===== src/rtl/stack_pkg.sv =====
// Shared definitions for the stacking-tower game block: FSM states,
// colour codes and screen geometry.
package stack_pkg;

    typedef enum logic [1:0] {
        ST_ARMED  = 2'd0,
        ST_CAUGHT = 2'd1,
        ST_MISSED = 2'd2,
        ST_WAIT   = 2'd3
    } tower_state_t;

    localparam logic [1:0] CLR_NONE  = 2'd0;
    localparam logic [1:0] CLR_RED   = 2'd1;
    localparam logic [1:0] CLR_GREEN = 2'd2;
    localparam logic [1:0] CLR_BLUE  = 2'd3;

    localparam int SCREEN_W = 640;
    localparam int COORD_W  = 10;

endpackage


===== src/rtl/stack_move_ctrl.sv =====
// Horizontal position of the stack: free-running tick divider plus a
// clamped one-pixel-per-tick x register.
module stack_move_ctrl
    import stack_pkg::*;
#(
    parameter int X_MIN      = 0,
    parameter int X_MAX      = 490,
    parameter int X_RESET    = 300,
    parameter int MOVE_DIV_W = 18
) (
    input  logic       clk,
    input  logic       rst_n,
    input  logic       left,
    input  logic       right,
    output logic [9:0] x
);

    // The right clamp never lets the stack leave the visible screen.
    localparam int X_HI = (X_MAX < SCREEN_W) ? X_MAX : SCREEN_W - 1;

    logic [MOVE_DIV_W-1:0] div;
    logic                  step;

    assign step = (div == '0);

    always_ff @(posedge clk or negedge rst_n) begin
        if (!rst_n) begin
            div <= '0;
            x   <= 10'(X_RESET);
        end else begin
            div <= div + MOVE_DIV_W'(1);
            if (step && left && !right && (x > 10'(X_MIN)))
                x <= x - 10'd1;
            else if (step && right && !left && (x < 10'(X_HI)))
                x <= x + 10'd1;
        end
    end

endmodule


===== src/rtl/stack_tower.sv =====
// Stacking tower: catches falling blocks onto a movable stack and keeps
// the colour history. Define STACK_TOWER_TOPPLE_EN to lose the top block on a miss.
module stack_tower
    import stack_pkg::*;
#(
    parameter int DEPTH      = 16,
    parameter int COLOR_W    = 2,
    parameter int BASE_Y     = 400,
    parameter int BLOCK_H    = 20,
    parameter int LEEWAY     = 15,
    parameter int X_MIN      = 0,
    parameter int X_MAX      = 490,
    parameter int X_RESET    = 300,
    parameter int MOVE_DIV_W = 18
) (
    input  logic                       clk,
    input  logic                       rst_n,
    input  logic                       left,
    input  logic                       right,
    input  logic                       fall_valid,
    input  logic [9:0]                 fall_x,
    input  logic [9:0]                 fall_y,
    input  logic [COLOR_W-1:0]         fall_color,
    output logic [9:0]                 pos_x,
    output logic [9:0]                 pos_y,
    output logic [$clog2(DEPTH+1)-1:0] height,
    output logic [DEPTH*COLOR_W-1:0]   colors,
    output logic                       catch_pulse,
    output logic                       miss_pulse,
    output logic                       full
);

    localparam int HW = $clog2(DEPTH + 1);
    localparam int CW = DEPTH * COLOR_W;
    localparam logic [HW-1:0]     H_ONE    = HW'(1);
    localparam logic [HW-1:0]     H_FULL   = HW'(DEPTH);
    localparam logic signed [10:0] LEEWAY_S = 11'(LEEWAY);
    localparam logic [10:0]       MISS_Y   = 11'(BASE_Y + LEEWAY);

    tower_state_t        state, state_nxt;
    logic [COLOR_W-1:0]  held_color;
    logic signed [10:0]  dx, dy, adx, ady;
    logic                hit, miss;

    stack_move_ctrl #(
        .X_MIN      (X_MIN),
        .X_MAX      (X_MAX),
        .X_RESET    (X_RESET),
        .MOVE_DIV_W (MOVE_DIV_W)
    ) u_move (
        .clk   (clk),
        .rst_n (rst_n),
        .left  (left),
        .right (right),
        .x     (pos_x)
    );

    assign pos_y = 10'(BASE_Y) - 10'(int'(height) * BLOCK_H);
    assign full  = (height == H_FULL);

    // Zero-extended 11-bit differences so a far-away object never wraps into range.
    assign dx   = $signed({1'b0, fall_x}) - $signed({1'b0, pos_x});
    assign dy   = $signed({1'b0, fall_y}) - $signed({1'b0, pos_y});
    assign adx  = dx[10] ? -dx : dx;
    assign ady  = dy[10] ? -dy : dy;
    assign hit  = (adx < LEEWAY_S) && (ady < LEEWAY_S);
    assign miss = ({1'b0, fall_y} > MISS_Y) && !hit;

    always_comb begin
        state_nxt   = state;
        catch_pulse = 1'b0;
        miss_pulse  = 1'b0;
        unique case (state)
            ST_ARMED: begin
                if (fall_valid && hit)
                    state_nxt = ST_CAUGHT;
                else if (fall_valid && miss)
                    state_nxt = ST_MISSED;
            end
            ST_CAUGHT: begin
                catch_pulse = 1'b1;
                state_nxt   = ST_WAIT;
            end
            ST_MISSED: begin
                miss_pulse = 1'b1;
                state_nxt  = ST_WAIT;
            end
            ST_WAIT: begin
                if (!fall_valid)
                    state_nxt = ST_ARMED;
            end
            default: state_nxt = ST_ARMED;
        endcase
    end

    // The colour is captured at detection so the push does not depend on the
    // falling object still being presented during the CAUGHT cycle.
    always_ff @(posedge clk or negedge rst_n) begin
        if (!rst_n) begin
            state      <= ST_ARMED;
            height     <= '0;
            colors     <= '0;
            held_color <= '0;
        end else begin
            state <= state_nxt;
            if ((state == ST_ARMED) && fall_valid && hit)
                held_color <= fall_color;
            if ((state == ST_CAUGHT) && !full) begin
                height <= height + H_ONE;
                colors <= (colors << COLOR_W) | CW'(held_color);
            end
`ifdef STACK_TOWER_TOPPLE_EN
            if ((state == ST_MISSED) && (height != '0)) begin
                height <= height - H_ONE;
                colors <= colors >> COLOR_W;
            end
`endif
        end
    end

endmodule

===== config.mk =====
export PLATFORM = sky130hd
export DESIGN_NAME = stack_tower
export DESIGN_NICKNAME = d
export VERILOG_FILES = /design/src/rtl/stack_pkg.sv /design/src/rtl/stack_move_ctrl.sv /design/src/rtl/stack_tower.sv
export SDC_FILE = /design/constraint.sdc
export NUM_CORES = 1
export LEC_CHECK = 0
export ABC_AREA = 0
export BUFFER_PORTS_ARGS = -buffer_cell sky130_fd_sc_hd__buf_2
export CORE_ASPECT_RATIO = 0.7
export CORE_MARGIN = 8
export CORE_UTILIZATION = 45
export CTS_CLUSTER_SIZE = 25
export DETAILED_ROUTE_END_ITERATION = 16
export MAX_ROUTING_LAYER = met4
export PLACE_DENSITY = 0.69
export SETUP_SLACK_MARGIN = 0.15
export SKIP_LAST_GASP = 1
export SYNTH_ARGS = -nofsm -noshare
export SYNTH_HDL_FRONTEND = slang
export SYNTH_HIERARCHICAL = 1
export SYNTH_SLANG_ARGS = --single-unit
export TNS_END_PERCENT = 10

===== constraint.sdc =====
create_clock -name clk -period 4.5 [get_ports clk]
set_input_delay 0.225 -clock clk [delete_from_list [all_inputs] [get_ports clk]]
set_output_delay 0.225 -clock clk [all_outputs]
set_load 0.01 [all_outputs]

==> summary.md <==
| Metric | Value |
|---|---|
| Status | `complete, no violations` |
| Top achievable clock speed | `240 MHz` |
| Routed len/inst | `15.5 um` |
| Distinct cell type count after synthesis | `73` |
| Initial core utilization | `45.3%` |
| Final Critical Period | `about 4200 ps` |
| Synth top cells by count | `65 x dfrtp_1, 42 x ha_1, 41 x mux2_2` |
| First-pass detailed-route iteration total | `4` |
| WL final | `around 11000 um` |
| Clock transition at path regs | `60 ps` |
| Synth area leader | `dfrtp_1` |
| Sequential fraction of the synthesis area | `a little over a third` |
| PwrDens | `688 nW/um2` |
| Max-slew headroom | `42.3%` |
| Pins over their slew limit | `0` |
| Total track usage | `16.1%` |
| CP startpoint kind | `flip-flop` |
| Final net count | `655` |
| Ys Warns | `6` |
| WP data arrival | `4420 ps` |
| DRC | `0` |
| DRT iter0 DRCs | `246` |
| Final hold violations | `0` |
| Synth Flop Type | `dfrtp_1` |
| Die Footprint | `around 15000 um2` |
| Routability cong. | `0.827` |
| DP Area | `about 5500 um2` |
| ANT nets after route | `0` |
| Final period util | `92.5%` |
| Setup TNS | `0 ps` |
| RSZ-0062 raised after global routing | `no` |
| Vias in the first global route | `3882` |
| Clk sinks | `69` |
| Mapped Avg Cell Area | `10.2 um2` |
| Storage element area | `1730 um2` |
| CTS HTree Levels | `3` |
| Final std cell area, no fill | `5950 um2` |
| VDD IR max | `586 uV` |
| Worst r2r src | `height[3]` |
| Ys async rst share | `100%` |
| Die outline height | `approximately 100 um` |
| Clk Latency, worst-skew pair | `between 300 and 400 ps` |
| Grt total ovfl | `0` |
| Area grow syn2layout | `21.6%` |
| Worst EP required | `4760 ps` |
| Area of the multi-input gates | `3110 um2` |
| Final setup viols | `0` |
| CP startpoint | `height[3]` |
| Setup Skew | `8.23 ps` |
| Core ar. | `roughly 11000 um2` |
| Share of the synthesized area in the top cell type | `33.2%` |
| Final Core Density | `55.1%` |
| Initial antenna violation count | `0` |
| # Max-Cap Violations | `0` |
| DR vias | `3867` |
| First-pass GRT wire length | `18600 um` |
| Largest net degree at the start of global routing | `70` |
| Number of diodes | `0` |
| Num CTS Buffers | `9` |
| Cell count after synthesis | `480` |
| Num rows | `32` |
| Worst hold path class | `in -> async` |
| Number of synthesized flops with an enable pin | `0` |
| CTS Hold Bufs | `0` |
| Root Buffer | `clkbuf_16` |
| Leak | `2.99 nW` |
| Mapped cell area | `slightly below 5000 um2` |
| Chip Width | `141 um` |
| CP Max Fanout | `5` |
| Flop and latch count out of synthesis | `69` |
| Ports | `87` |
| Most numerous cell in the Yosys netlist | `dfrtp_1` |
| Vias per inst | `5.35` |
| Worst slew pin tran | `roughly 870 ps` |
| CP endpoint kind | `flip-flop` |
| DP HPWL | `8600 um` |
| Critical path class | `reg -> reg` |
| CTS tree | `done` |
| Buffer depth of the longest clock path | `2` |
| Share of cells above drive strength 1 | `34.2%` |
| Largest cells by area after synthesis | `dfrtp_1 33%, ha_1 11%, mux2_2 9.4%, xnor2_1 5.2%, xor2_1 3.8%` |
| Port buffer count | `84` |
| Final-layout fill cell count | `930` |
metal layers:
| metal | share of wire (%) | GRT usage [%] |
|---|---|---|
| met5 | 0 | - |
| met4 | 0.66 | 3.45 |
| met3 | 3.5 | 3.71 |
| met2 | 48 | 26.6 |
| met1 | 48 | 20.1 |
worst max-delay path, cell delays in order, from the launching register on:
cell and delay, ps:
dfrtp_1 380, ha_1 280, ha_2 170, inv_2 40
fa_1 490, nor2b_4 150, nand2_2 80, xor2_2 190
inv_2 60, ha_4 220, or2_4 230, o31a_1 120
maj3_2 330, a221oi_2 280, nor2_1 80, a32oi_2 210
nor4_4 60, buf_4 150, buf_4 130, a211o_2 320
nand4b_1 90
cell usage in the layout, fill, tap and decap left out, types with 18 or more instances in the layout:
cell / netlist / routed
mux2_2: 41 / 41
xnor2_1: 29 / 29
nor2_1: 25 / 24
buf_2: 0 / 84
nand2_1: 21 / 20
ha_1: 42 / 38
dfrtp_1: 65 / 65
nand3_1: 18 / 18
inv_1: 34 / 31
kinds of logic (layout without fill, tap and decap cells):
logic type,count (synthesis),in the layout,synth area share (%)
DFF,69,69,35.4
muxes,45,45,10.3
other,1,2,0.0766
adders and majority gates,48,48,12.8
AOI/OAI and AO/OA,84,84,12.0
and+or+nand+nor,137,137,16.1
xor gates and xnor gates,52,52,9.76
buffers and inverters,44,150,3.63
where the power goes:
part,leakage (nW),switching [mW],internal [mW]
Clock,0.132,0.263,0.374
Combinational,1.94,1.51,1.27
Sequential,0.922,0.0267,0.655
sequential cells by signal (all words and copies together), names as in the netlist:
register / cells
held_color: 2
u_move/div: 18
colors: 32
u_move/x: 10
state: 2
height: 5
layout make-up:
| cell class | count | area share (%) |
|---|---|---|
| inverters | 34 | 2.14 |
| well taps | 136 | 2.86 |
| repair buffers | 100 | 9.08 |
| multi-input cells | 368 | 52.2 |
| clock buffers | 9 | 3.78 |
| clock inverters | 7 | 0.862 |
| flip-flops and latches | 69 | 29.1 |
through the flow:
stage / std cells / power (mW) / setup WS (ps) / hold WS (ps)
global route: 723 / 4.43 / 131 / 170
detailed placement: 698 / 2.96 / 10.3 / 460
finish: 723 / 4.10 / 339 / 88.7
global placement: 698 / 2.86 / 196 / 454
CTS: 719 / 3.82 / 99.7 / 135
floorplan: 481 / 2.42 / 171 / -70.6
worst paths after layout:
| kind | endpoint | slack (ps) | cells past startpoint |
|---|---|---|---|
| worst max-delay path | state[0] | 340 | 20 |
| worst min-delay path | colors[12] | 90 | 2 |
| worst max register to register | state[0] | 340 | 20 |
| worst min register to register | u_move/div[17] | 470 | 1 |
| max in group asynchronous | u_move/div[0] | 3830 | 2 |
| min in group clk | held_color[1] | 180 | 2 |
timing repair:
item                                    in CTS  in global routing
gates cloned                                 0                  0
gates resized for setup                     12                 13
endpoints found under the hold margin        0                  0
setup buffers                                5                  4
endpoints found under the setup margin       4                  4
pin swaps                                    8                  9
Note: power is estimated with default switching activity, not from simulation.
